==> src/rtl/priority_tree_reg.sv <==
`default_nettype none
// ============================================================================
//  Module      : priority_tree_reg
//  Description : Pipelined one-hot priority reduction tree. Reduces an N-bit
//                request vector pairwise, one register stage per level, down
//                to a lower-half (A) and upper-half (B) result carrying
//                presence, collision/lane error and encoded position.
//  Revision    : 1.0 - initial release
// ============================================================================
module priority_tree_reg #(
    parameter int N     = 8,
    parameter int LOG2N = 3
) (
    input  logic             clk,
    input  logic             reset,
    input  logic             in_valid,
    input  logic [N-1:0]     in_bits,
    input  logic [N-1:0]     in_err,
    output logic             out_valid,
    output logic             outA,
    output logic             outB,
    output logic             errA,
    output logic             errB,
    output logic [LOG2N-2:0] idxA,
    output logic [LOG2N-2:0] idxB
);

    // Number of registered levels; the last one holds exactly two nodes.
    localparam int c_LVLS = LOG2N - 1;

    for (genvar k = 1; k <= c_LVLS; k++) begin : g_lvl
        // Level k holds N>>k nodes, each with a k-bit position field.
        localparam int c_NODES = N >> k;
        localparam int c_IW    = k;
        localparam int c_PIW   = k - 1;

        logic                    r_vld;
        logic [c_NODES-1:0]      r_y;
        logic [c_NODES-1:0]      r_err;
        logic [c_NODES*c_IW-1:0] r_idx;

        logic                    w_vld;
        logic [c_NODES-1:0]      w_y;
        logic [c_NODES-1:0]      w_err;
        logic [c_NODES*c_IW-1:0] w_idx;

        if (k == 1) begin : g_leaf
            // Combine raw request/error lanes pairwise; leaves carry no position.
            always_comb begin
                w_vld = in_valid;
                w_y   = '0;
                w_err = '0;
                w_idx = '0;
                for (int j = 0; j < c_NODES; j++) begin
                    w_y[j]   = in_bits[2*j] | in_bits[2*j+1];
                    w_err[j] = (in_bits[2*j] & in_bits[2*j+1])
                             | in_err[2*j] | in_err[2*j+1];
                    w_idx[j] = in_bits[2*j+1];
                end
            end
        end else begin : g_node
            // Combine child nodes of the previous level; upper child wins the position.
            always_comb begin
                w_vld = g_lvl[k-1].r_vld;
                w_y   = '0;
                w_err = '0;
                w_idx = '0;
                for (int j = 0; j < c_NODES; j++) begin
                    w_y[j]   = g_lvl[k-1].r_y[2*j] | g_lvl[k-1].r_y[2*j+1];
                    w_err[j] = (g_lvl[k-1].r_y[2*j] & g_lvl[k-1].r_y[2*j+1])
                             | g_lvl[k-1].r_err[2*j] | g_lvl[k-1].r_err[2*j+1];
                    w_idx[j*c_IW +: c_IW] = g_lvl[k-1].r_y[2*j+1]
                        ? {1'b1, g_lvl[k-1].r_idx[(2*j+1)*c_PIW +: c_PIW]}
                        : {1'b0, g_lvl[k-1].r_idx[(2*j)*c_PIW +: c_PIW]};
                end
            end
        end

        // Stage register: valid always advances, data only loads with valid so
        // idle-cycle garbage (including X) never enters the pipe.
        always_ff @(posedge clk) begin
            if (reset) begin
                r_vld <= 1'b0;
                r_y   <= '0;
                r_err <= '0;
                r_idx <= '0;
            end else begin
                r_vld <= w_vld;
                if (w_vld) begin
                    r_y   <= w_y;
                    r_err <= w_err;
                    r_idx <= w_idx;
                end
            end
        end
    end

    // Final level: node 0 is the lower half, node 1 the upper half.
    assign out_valid = g_lvl[c_LVLS].r_vld;
    assign outA      = g_lvl[c_LVLS].r_y[0];
    assign outB      = g_lvl[c_LVLS].r_y[1];
    assign errA      = g_lvl[c_LVLS].r_err[0];
    assign errB      = g_lvl[c_LVLS].r_err[1];
    assign idxA      = g_lvl[c_LVLS].r_idx[0 +: c_LVLS];
    assign idxB      = g_lvl[c_LVLS].r_idx[c_LVLS +: c_LVLS];

endmodule
`default_nettype wire
==> config.mk <==
export PLATFORM = sky130hd
export DESIGN_NAME = priority_tree_reg
export DESIGN_NICKNAME = d
export VERILOG_FILES = /design/src/rtl/priority_tree_reg.sv
export SDC_FILE = /design/constraint.sdc
export NUM_CORES = 1
export LEC_CHECK = 0
export BUFFER_PORTS_ARGS = -buffer_cell sky130_fd_sc_hd__buf_2
export CAP_MARGIN = 20
export CORE_MARGIN = 4
export CORE_UTILIZATION = 50
export DETAILED_ROUTE_END_ITERATION = 12
export PLACE_DENSITY = 0.87
export SLEW_MARGIN = 20
export SYNTH_ARGS = -nofsm -noshare
export SYNTH_HDL_FRONTEND = slang
export SYNTH_SLANG_ARGS = --single-unit
==> constraint.sdc <==
create_clock -name clk -period 2.7 [get_ports clk]
set_input_delay 0.54 -clock clk [delete_from_list [all_inputs] [get_ports clk]]
set_output_delay 0.54 -clock clk [all_outputs]
set_load 0.01 [all_outputs]
## Word-level counts from Yosys, hierarchy flattened

Cells that the tools add are included.

- Logic and storage cells: 34
- Register bits: 22
- Memories: 0
- Bits in writable memories: 0
- Input bits: 19
- Latch bits: 0
- Memory bits (read-only): 0

- Reductions and logical operators: 0
- Multiplexer cells: 2
- Magnitude comparators: 0
- Bitwise logic cells: 24
- Equal/unequal tests: 0
- Divide/modulo/power cells: 0
- Shift operators: 0
- Add/sub/neg operators: 0
- Multipliers: 0

Operators by type and width:

| kind | count |
|---|---|
| 1-bit OR | 18 |
| 1-bit AND | 6 |
| 2-bit 2-to-1 mux | 2 |

## Longest topological paths before layout

Gate-level depths: netlist of the first run.

- Word-level depth: 3
- Depth in mapped cells: 3

## Worst setup path before layout of the first run

Ideal clock, no wire load.

- Kind: input to register
- Start: input in_valid
- End: register g_lvl[1].r_idx[0]
- Stages: 3
- Setup slack: 1717 ps
- Setup time: 118 ps
- Data arrival time: 866 ps
- Cell sequence: buf_6 -> mux2i_1 -> nor2_1

RTL lines:

| item | RTL line | text |
|---|---|---|
| start: declaration | 16 | `input logic in_valid,` |
| end signal: assignment | 92 | `r_idx <= w_idx;` |
| end: declaration | 40 | `logic [c_NODES*c_IW-1:0] r_idx;` |

## Worst setup path after layout of the first run

- Start: register g_lvl[2].r_idx[0]
- End: output idxA[0]

RTL lines:

| item | RTL line | text |
|---|---|---|
| start: declaration | 40 |  |
| start signal: assignment | 92 |  |
| end: declaration | 24 | `output logic [LOG2N-2:0] idxA,` |

No word-level cell between the ends.

==> results by group, run 1 <==
Outcome
  • Status: completed

Clock tree
  • Post_cts resized: 0
  • TritonCTS Buffers: 3
  • CTS tree: yes
  • Clock slew at reported path FFs: 0.11 ns
  • Largest buffer count on any clock path: 2
  • H-Tree Depth: 1
  • Clock sink count: 22
  • Root Driver: clkbuf_4
  • CTS Hold Buffers Added: 0
  • Post-CTS setup buffer count: 0
  • Worst skew pair latency: 0.30 ns

Critical path
  • CP startpoint kind: flop
  • Critical path's largest stage delay: 0.35 ns
  • Crit path max-delay family: flip-flops
  • Critical-path cell list: buf_2
  • Worst reg-to-reg setup slack: 1.60 ns
  • WP buf/inv: 1
  • Critical path arrival: 0.78 ns
  • Crit path capture type: primary output
  • Worst path slowest cell: dfxtp_1
  • Setup CP Type: flop to primary output
  • Crit-path max FO: 2
  • Worst EP required: 2.16 ns

Synthesis
  • Yosys warns: 0
  • Top-count cell post-synth: nor2_1
  • Syn_nets: 102
  • Yosys reg bits: 22
  • Sequential fraction of the synthesis area: 53.2%
  • Ranking of synthesized cells by area: dfxtp_1, a211oi_1, nor2_1
  • Top FF cell, synth: dfxtp_1
  • Most instantiated cells after synthesis: nor2_1, dfxtp_1, a211oi_1
  • Mapped Area: 828 um^2
  • Biggest area consumer among synthesized cells: dfxtp_1
  • Cells after Synth: 83
  • Top cell type's share of synthesized area: 53.2%
  • Post-synth EDFFs: 0
  • FFs w/ async S/R, synth: 0%
  • Syn_area_per_cell: 9.98 um^2
  • Distinct cells, synth: 10

Die
  • Die area: 0.00237 mm^2
  • Die Width: 48.7 um
  • Initial Util: 53.7%
  • Core area: 0.00154 mm^2
  • Num ports: 28
  • Die height: 48.7 um
  • Number of placement rows: 14

Timing
  • RSZ-0062 raised after global routing: false
  • Final setup vio count: 0
  • Max-slew violations: 0
  • Setup TNS Final: 0 ns
  • Endpoints failing hold: 0
  • Tmin final: 1.32 ns
  • Hold Slack: 0.485 ns
  • Final period util: 48.9%
  • Worst slew pin tran: 0.546 ns
  • Max-slew headroom: 63.5%
  • Achievable Freq: 757 MHz
  • Worst clock skew: 0.00297 ns

Global routing
  • Antenna violations before repair: 0
  • GR Overflow Total: 0
  • Largest net degree at the start of global routing: 23
  • Vias in the first global route: 630
  • First-pass GRT wire length: 2510 um
  • Total track usage: 13.0%

Pwr
  • Pwr Density: 595 mW/mm^2
  • Static leakage: 0.000423 uW
  • Max VDD drop: 0.302 mV

Drt
  • Via density: 5.48
  • Post-Route WL: 1500 um
  • Met3 Wirelength: 131 um
  • DR top layer: met4
  • Total iterations of the first detailed-routing run: 9
  • M1 wire length: 594 um
  • DRC viols: 0
  • ANT nets after route: 0
  • Initial DRC Count: 13
  • Met2 wire length: 759 um
  • WL/cell: 12.1 um
  • Via count: 679

Placed design
  • Final HPWL DP: 1090 um
  • Placed instance area: 943 um^2
  • Port Buffers: 27
  • Routability cong.: 0.723

Min path
  • Hold WC Path Type: flop to flop

Layout
  • FF+latch area: 440 um^2
  • Area of the multi-input gates: 348 um^2
  • Fraction of layout instances using a drive strength above 1: 29.6%
  • Diodes inserted: 0
  • Layout area overhead: 16.6%
  • Nets@finish: 129
  • Fill cells: 138
  • Cell area after layout: 966 um^2

Job
  • Max_cap viols: 0
-- kinds of logic (layout without fill, tap and decap cells) --
family                 Yosys count  count (layout)  share of synthesized area, %
multiplexers                     8               8                          9.67
buffers and inverters            5              30                          4.83
AO/OA/AOI/OAI                   20              20                          18.7
AND/OR/NAND/NOR                 28              28                          13.6
flip-flops                      22              22                          53.2
-- area by class of cell --
| cell class | instances | share of cell area (%) |
|---|---|---|
| multi-input cells | 56 | 36.0 |
| repair buffers | 27 | 14.0 |
| flip-flops and latches | 22 | 45.6 |
| clock buffers | 3 | 2.33 |
| well taps | 16 | 2.07 |
-- layer usage --
layer  vias up  GRT usage (%)
met1       298           13.5
met4         0           5.38
li1        346              -
met2        31           23.9
met3         4           3.68
met5         -              0
-- path summary, 6_finish.rpt --
kind / start / to / depth (start not counted)
setup reg to reg: g_lvl[1].r_vld$_SDFF_PP0_ / g_lvl[2].r_idx[1]$_SDFFE_PP0P_ / 2
hold reg to reg: g_lvl[2].r_err[1]$_SDFFE_PP0P_ / g_lvl[2].r_err[1]$_SDFFE_PP0P_ / 2
hold / removal: g_lvl[2].r_err[1]$_SDFFE_PP0P_ / g_lvl[2].r_err[1]$_SDFFE_PP0P_ / 2
setup / recovery: g_lvl[2].r_idx[0]$_SDFFE_PP0P_ / idxA[0] / 1
-- registers in the layout, summed over array words and instances (netlist names) --
signal / flops
out_valid: 1
g_lvl.r_vld: 1
g_lvl.r_err: 6
g_lvl.r_idx: 8
g_lvl.r_y: 6
-- placed cells by master (no fill, tap or decap) --
master    instances
buf_2            27
a211oi_1         19
mux2i_1           8
nor2_2            1
dfxtp_1          22
nor2_1           25
nor2b_1           2
clkbuf_4          3
a211oi_2          1
-- power breakdown --
group	switching [uW]	total, uW	leakage, uW	internal (uW)
clock network	89.1	141	0.0000138	52.0
registers	16.6	363	0.000182	346
logic	35.9	71.2	0.000227	35.4
-- through the flow --
| step | utilization (%) | cells | total power [uW] | setup slack, ns |
|---|---|---|---|---|
| 2_1_floorplan | - | 83 | 415 | 1.72 |
| 3_5_place_dp | 61.2 | 121 | 442 | 1.42 |
| 4_1_cts | 62.7 | 124 | 579 | 1.37 |
| 6_report | 62.7 | 124 | 575 | 1.38 |
| 3_3_place_gp | 61.2 | 121 | 438 | 1.45 |
| 5_1_grt | 62.7 | 124 | 603 | 1.32 |
Note: power is estimated with default switching activity, not from simulation.
==> run 2: changes to the inputs <==
--- a/config.mk
+++ b/config.mk
@@ -7,10 +7,11 @@
 export LEC_CHECK = 0
 export BUFFER_PORTS_ARGS = -buffer_cell sky130_fd_sc_hd__buf_2
 export CAP_MARGIN = 20
+export CORE_ASPECT_RATIO = 1.5
 export CORE_MARGIN = 4
-export CORE_UTILIZATION = 50
+export CORE_UTILIZATION = 42
 export DETAILED_ROUTE_END_ITERATION = 12
-export PLACE_DENSITY = 0.87
+export PLACE_DENSITY = 0.79
 export SLEW_MARGIN = 20
 export SYNTH_ARGS = -nofsm -noshare
 export SYNTH_HDL_FRONTEND = slang
==> constraint.sdc (replaced) <==
create_clock -name clk -period 1.1 [get_ports clk]
set_input_delay 0.22 -clock clk [delete_from_list [all_inputs] [get_ports clk]]
set_output_delay 0.22 -clock clk [all_outputs]
set_load 0.01 [all_outputs]
==> run 2 against run 1 <==
Critical endpoint is now idxA[1]. Worst hold slack got worse by 0.31 ns. Largest cell class unchanged. Combinational power grew to 2.7 times the previous value. Via count is 0.59% higher.
==> results by group, run 2 (same netlist as run 1, synthesis figures left out) <==
Outcome
  • Status: completed

Placed design
  • Place WS: 0.118 ns
  • Routability cong.: 0.722
  • Final HPWL DP: 1210 um
  • Port Buffers: 27

Layout
  • Max reg flops: 8
  • Biggest regs: g_lvl.r_idx (8), g_lvl.r_err (6), g_lvl.r_y (6)
  • Nets@finish: 131
  • Fraction of layout instances using a drive strength above 1: 31.5%
  • FF+latch area: 440 um^2
  • Fin util: 54.0%
  • Layout area overhead: 20.8%
  • Commonest non-fill, non-tap cell in the layout: buf_2
  • Fill cells: 181
  • Most flops, register: g_lvl.r_idx
  • Area of the multi-input gates: 348 um^2
  • Commonest non-fill, non-tap cells in the layout: buf_2, nor2_1, dfxtp_1, a211oi_1, mux2i_1
  • Diodes inserted: 0

Drt
  • DRC viols: 0
  • Via count: 683
  • ANT nets after route: 0
  • Via density: 5.17
  • Post-Route WL: 1550 um
  • Total iterations of the first detailed-routing run: 6
  • Initial DRC Count: 26
  • WL/cell: 11.8 um

Clock tree
  • Post-CTS setup buffer count: 0
  • Clock sink count: 22
  • CTS Hold Buffers Added: 0
  • H-Tree Depth: 1
  • CTS tree: yes
  • TritonCTS Buffers: 3
  • Root Driver: clkbuf_4
  • Largest buffer count on any clock path: 2
  • Clock slew at reported path FFs: 0.11 ns
  • Post_cts resized: 0
  • Worst skew pair latency: 0.30 ns

Timing
  • Setup TNS Final: 0 ns
  • Max-slew violations: 0
  • Final setup vio count: 0
  • RSZ-0062 raised after global routing: false
  • Tmin final: 1.01 ns
  • Endpoints failing hold: 0
  • Achievable Freq: 986 MHz
  • Worst clock skew: 0.00147 ns
  • Max-slew headroom: 74.0%
  • Worst Setup Slack, final: 0.0863 ns
  • Final period util: 92.2%
  • Worst slew pin tran: 0.389 ns

Critical path
  • Crit-path max FO: 2
  • Worst EP required: 0.88 ns
  • Critical path arrival: 0.79 ns
  • Critical path's largest stage delay: 0.36 ns
  • CP startpoint kind: flop
  • Crit path capture type: primary output
  • Setup CP Type: flop to primary output
  • Critical-path cell list: buf_2
  • Worst path slowest cell: dfxtp_1
  • Reg2reg end: g_lvl[2].r_idx[0]$_SDFFE_PP0P_
  • FF-to-FF path depth: 2
  • Worst reg-to-reg setup slack: 0.21 ns
  • R2R Path Start: g_lvl[1].r_y[1]$_SDFFE_PP0P_
  • WP buf/inv: 1
  • Crit path max-delay family: flip-flops

Min path
  • Hold EP: g_lvl[1].r_idx[2]$_SDFFE_PP0P_
  • Hold WC Path Type: primary input to flop
  • Hold wc startpoint: in_bits[5]
  • Hold-critical path depth: 3

Pwr
  • Comb power frac: 12.7%
  • Sw frac: 23.7%
  • Clk pwr share: 28.5%
  • Sw Pwr: 355 uW
  • Pwr Density: 1500 mW/mm^2
  • Max VDD drop: 0.655 mV
  • Static leakage: 0.000441 uW
  • Sequential power share: 58.8%
  • P_int: 1140 uW

Global routing
  • Largest net degree at the start of global routing: 23
  • Total track usage: 12.8%
  • First-pass GRT wire length: 2730 um
  • Antenna violations before repair: 0
  • GR Overflow Total: 0
  • Vias in the first global route: 674

Job
  • Max_cap viols: 0

Die
  • Num ports: 28
  • Number of placement rows: 19
  • Core area: 0.00185 mm^2
  • Die area: 0.00276 mm^2
  • Die height: 62.4 um
  • Die Width: 44.3 um
  • Initial Util: 44.7%
[run 2: changes by cell type in the layout (fill, tap and decap cells not counted)]
cell,previous run,this run
buf_4,0,2
clkbuf_8,0,1
[run 2: routing by layer]
metal / vias up / wire length [um] / share of wire (%) / track usage (%)
met5: - / 0 / 0 / 0
met4: 0 / 14 / 0.90 / 7.17
met3: 2 / 87 / 5.6 / 2.02
met2: 18 / 828 / 53 / 23.5
met1: 313 / 623 / 40 / 12.7
li1: 350 / - / - / -
[run 2: worst max-delay path by stage]
stage / from / to / slack, ns / cells after the start
2_1_floorplan: g_lvl[1].r_vld$_SDFF_PP0_ / g_lvl[2].r_idx[1]$_SDFFE_PP0P_ / 0.23 / 3
3_3_place_gp: in_valid / g_lvl[1].r_idx[1]$_SDFFE_PP0P_ / 0.18 / 3
3_5_place_dp: in_valid / g_lvl[1].r_err[2]$_SDFFE_PP0P_ / 0.12 / 3
4_1_cts: g_lvl[2].r_idx[0]$_SDFFE_PP0P_ / idxA[0] / 0.07 / 1
5_1_grt: g_lvl[2].r_idx[1]$_SDFFE_PP0P_ / idxA[1] / 0.03 / 1
6_report: g_lvl[2].r_idx[1]$_SDFFE_PP0P_ / idxA[1] / 0.09 / 1
[run 2: metrics by stage]
step | hold slack (ns) | power [uW] | cell area [um^2] | std cells
after detailed placement | 0.479 | 1090 | 965 | 128
after global placement | 0.472 | 1080 | 965 | 128
after floorplan | 0.292 | 1020 | 828 | 83
final | 0.179 | 1500 | 1000 | 132
after global routing | 0.179 | 1580 | 1000 | 132
after CTS | 0.175 | 1520 | 1000 | 132
[run 2: power by group through the flow]
stage	clock network (uW)	registers [uW]	logic (uW)
3_5_place_dp	0	900	192
2_1_floorplan	0	906	112
6_report	426	881	190
4_1_cts	441	882	192
5_1_grt	472	888	216
3_3_place_gp	0	898	182
[run 2: worst reg2reg max path, delay by kind of cell, from the launching register on]
kind / cells / cell delay, ns
AO/OA/AOI/OAI: 1 / 0.09
multiplexers: 1 / 0.26
flip-flops: 1 / 0.43
[run 2: layout make-up]
| cell class | count | area share [%] |
|---|---|---|
| clock buffer | 4 | 3.62 |
| multi-input combinational | 56 | 34.8 |
| tap | 21 | 2.63 |
| sequential | 22 | 44.0 |
| timing repair buffer | 29 | 15.0 |
==> run 3: changes to the inputs <==
--- a/config.mk
+++ b/config.mk
@@ -5,13 +5,14 @@
 export SDC_FILE = /design/constraint.sdc
 export NUM_CORES = 1
 export LEC_CHECK = 0
+export ABC_AREA = 1
 export BUFFER_PORTS_ARGS = -buffer_cell sky130_fd_sc_hd__buf_2
-export CAP_MARGIN = 20
 export CORE_ASPECT_RATIO = 1.5
 export CORE_MARGIN = 4
-export CORE_UTILIZATION = 42
+export CORE_UTILIZATION = 43
 export DETAILED_ROUTE_END_ITERATION = 12
-export PLACE_DENSITY = 0.79
+export HOLD_SLACK_MARGIN = 0.06
+export PLACE_DENSITY = 0.8
 export SLEW_MARGIN = 20
 export SYNTH_ARGS = -nofsm -noshare
 export SYNTH_HDL_FRONTEND = slang
==> run 3 against run 2 <==
Combinational power grew 7%. Utilization shrank 1.6 points. Die area grew 4.6%. Global-route usage grew 1.8 points. Via count grew 24%. Routed wire length grew 19%. First-iteration DRC count grew 38%. Flip-flop and latch count is the same. Total power shrank 3.8%. Non-clock buffer count is the same. Area after synthesis grew 8.0%. Largest power group unchanged.
==> results by group, run 3 <==
Outcome
  • Status: completed

Synthesis
  • Yosys reg bits: 22
  • Yosys warns: 0
  • FFs w/ async S/R, synth: 0%
  • Top-count cell post-synth: nand2_1
  • Most instantiated cells after synthesis: nand2_1, dfxtp_1, nand3_1
  • Cells after Synth: 125
  • Post-synth EDFFs: 0
  • Biggest area consumer among synthesized cells: dfxtp_1
  • Syn_area_per_cell: 7.16 um^2
  • Top FF cell, synth: dfxtp_1
  • Distinct cells, synth: 14
  • Syn_nets: 144
  • Ranking of synthesized cells by area: dfxtp_1, nand2_1, nand3_1
  • Sequential fraction of the synthesis area: 49.2%
  • Mapped Area: 895 um^2
  • Top cell type's share of synthesized area: 49.2%

Placed design
  • Dpl cells: 171
  • Final HPWL DP: 1470 um
  • Port Buffers: 27
  • Place WS: 0.0866 ns
  • Routability cong.: 0.758

Pwr
  • Pwr Density: 1370 mW/mm^2
  • Static leakage: 0.000565 uW
  • Max VDD drop: 0.670 mV

Layout
  • Layout area overhead: 17.2%
  • Diodes inserted: 0
  • Max reg flops: 8
  • Fraction of layout instances using a drive strength above 1: 23.0%
  • Commonest non-fill, non-tap cells in the layout: nand2_1, buf_2, dfxtp_1, nand3_1, a21oi_1
  • Most flops, register: g_lvl.r_idx
  • Fill cells: 224
  • Nets@finish: 173
  • Biggest regs: g_lvl.r_idx (8), g_lvl.r_err (6), g_lvl.r_y (6)
  • FF+latch area: 440 um^2
  • Final non-filler cell total: 174
  • Fin util: 52.4%
  • Commonest non-fill, non-tap cell in the layout: nand2_1
  • Area of the multi-input gates: 367 um^2

Clock tree
  • CTS tree: yes
  • H-Tree Depth: 1
  • Largest buffer count on any clock path: 2
  • Clock sink count: 22
  • Worst skew pair latency: 0.30 ns
  • Clock slew at reported path FFs: 0.11 ns
  • CTS Hold Buffers Added: 0
  • Post-CTS setup buffer count: 0
  • Post_cts resized: 0
  • TritonCTS Buffers: 3
  • Root Driver: clkbuf_4

Timing
  • Setup TNS Final: 0 ns
  • Max-slew headroom: 85.8%
  • Max-slew violations: 0
  • Worst clock skew: 0.00126 ns
  • Worst Setup Slack, final: 0.0759 ns
  • Hold Slack: 0.128 ns
  • Endpoints failing hold: 0
  • Worst slew pin tran: 0.214 ns
  • Final period util: 93.1%
  • Achievable Freq: 976 MHz
  • Tmin final: 1.02 ns
  • Final setup vio count: 0
  • RSZ-0062 raised after global routing: false

Die
  • Initial Util: 44.7%
  • Die Width: 45.2 um
  • Die height: 63.9 um
  • Core area: 0.00200 mm^2
  • Num ports: 28
  • Number of placement rows: 20
  • Die area: 0.00289 mm^2

Critical path
  • Crit path capture type: primary output
  • Critical path's largest stage delay: 0.36 ns
  • R2R Path Start: g_lvl[1].r_vld$_SDFF_PP0_
  • Crit path max-delay family: flip-flops
  • Worst path slowest cell: dfxtp_1
  • Crit-path max FO: 2
  • Worst EP required: 0.88 ns
  • Worst reg-to-reg setup slack: 0.16 ns
  • Critical-path cell list: buf_2
  • FF-to-FF path depth: 5
  • Critical path arrival: 0.80 ns
  • WP buf/inv: 1
  • Reg2reg end: g_lvl[2].r_y[1]$_SDFFE_PP0P_
  • Setup CP Type: flop to primary output
  • CP startpoint kind: flop

Drt
  • DRC viols: 0
  • Post-Route WL: 1850 um
  • Total iterations of the first detailed-routing run: 4
  • ANT nets after route: 0
  • Via count: 849
  • WL/cell: 10.6 um
  • Via density: 4.88
  • Initial DRC Count: 36

Min path
  • Hold wc startpoint: in_err[3]
  • Hold-critical path depth: 3
  • Hold WC Path Type: primary input to flop
  • Hold EP: g_lvl[1].r_err[1]$_SDFFE_PP0P_

Global routing
  • GR Overflow Total: 0
  • Antenna violations before repair: 0
  • Vias in the first global route: 822
  • First-pass GRT wire length: 3230 um
  • Total track usage: 14.7%
  • Largest net degree at the start of global routing: 14

Job
  • Max_cap viols: 0
## run 3: cell count changes in the layout (fill, tap and decap cells not counted), sizes merged
cell    change
clkbuf      -1
nor2       -16
a211oi     -20
nor3        +1
inv        +11
nand2      +47
nand3      +11
nor2b       -2
mux2i       -8
a21oi      +10
o21ai       +8
## run 3: report_power, final
group | leakage [uW] | switching, uW | internal, uW
Combinational | 0.000369 | 116 | 87.6
Sequential | 0.000182 | 33.4 | 851
Clock | 0.0000138 | 224 | 128
## run 3: cell families (layout without fill, tap and decap cells)
family	count (synthesis)	count (layout)	share of synthesized area [%]
AO/OA/AOI/OAI	18	18	10.1
flip-flops	22	22	49.2
buffers and inverters	16	43	9.79
AND/OR/NAND/NOR	69	69	30.9
## run 3: metal layers
| layer | wire length [um] | part of all wire, % | up-vias | global-route usage [%] |
|---|---|---|---|---|
| met4 | 40 | 2.2 | 0 | 6.59 |
| met5 | 0 | 0 | - | 0 |
| met2 | 1000 | 54 | 27 | 28.0 |
| met1 | 701 | 38 | 369 | 14.5 |
| li1 | - | - | 448 | - |
| met3 | 105 | 5.7 | 5 | 1.69 |
## run 3: area by class of cell
type,instances,share of cell area [%]
Clock buffer,3,2.15
Inverter,11,3.94
Multi-Input combinational cell,87,35.0
Sequential cell,22,42.0
Tap cell,22,2.63
Timing Repair Buffer,29,14.3
## run 3: worst max-delay path by stage
stage | start | endpoint | cells past startpoint
2_1_floorplan | g_lvl[1].r_vld$_SDFF_PP0_ | g_lvl[2].r_err[1]$_SDFFE_PP0P_ | 5
3_3_place_gp | in_valid | g_lvl[1].r_err[1]$_SDFFE_PP0P_ | 5
3_5_place_dp | in_valid | g_lvl[1].r_err[2]$_SDFFE_PP0P_ | 5
4_1_cts | g_lvl[2].r_err[1]$_SDFFE_PP0P_ | errB | 1
5_1_grt | g_lvl[2].r_err[1]$_SDFFE_PP0P_ | errB | 1
6_report | g_lvl[2].r_err[1]$_SDFFE_PP0P_ | errB | 1
## run 3: stage by stage
stage | power [uW] | instance area, um^2
3_3_place_gp | 1100 | 1030
4_1_cts | 1450 | 1050
3_5_place_dp | 1110 | 1030
5_1_grt | 1520 | 1050
6_report | 1440 | 1050
2_1_floorplan | 1030 | 895
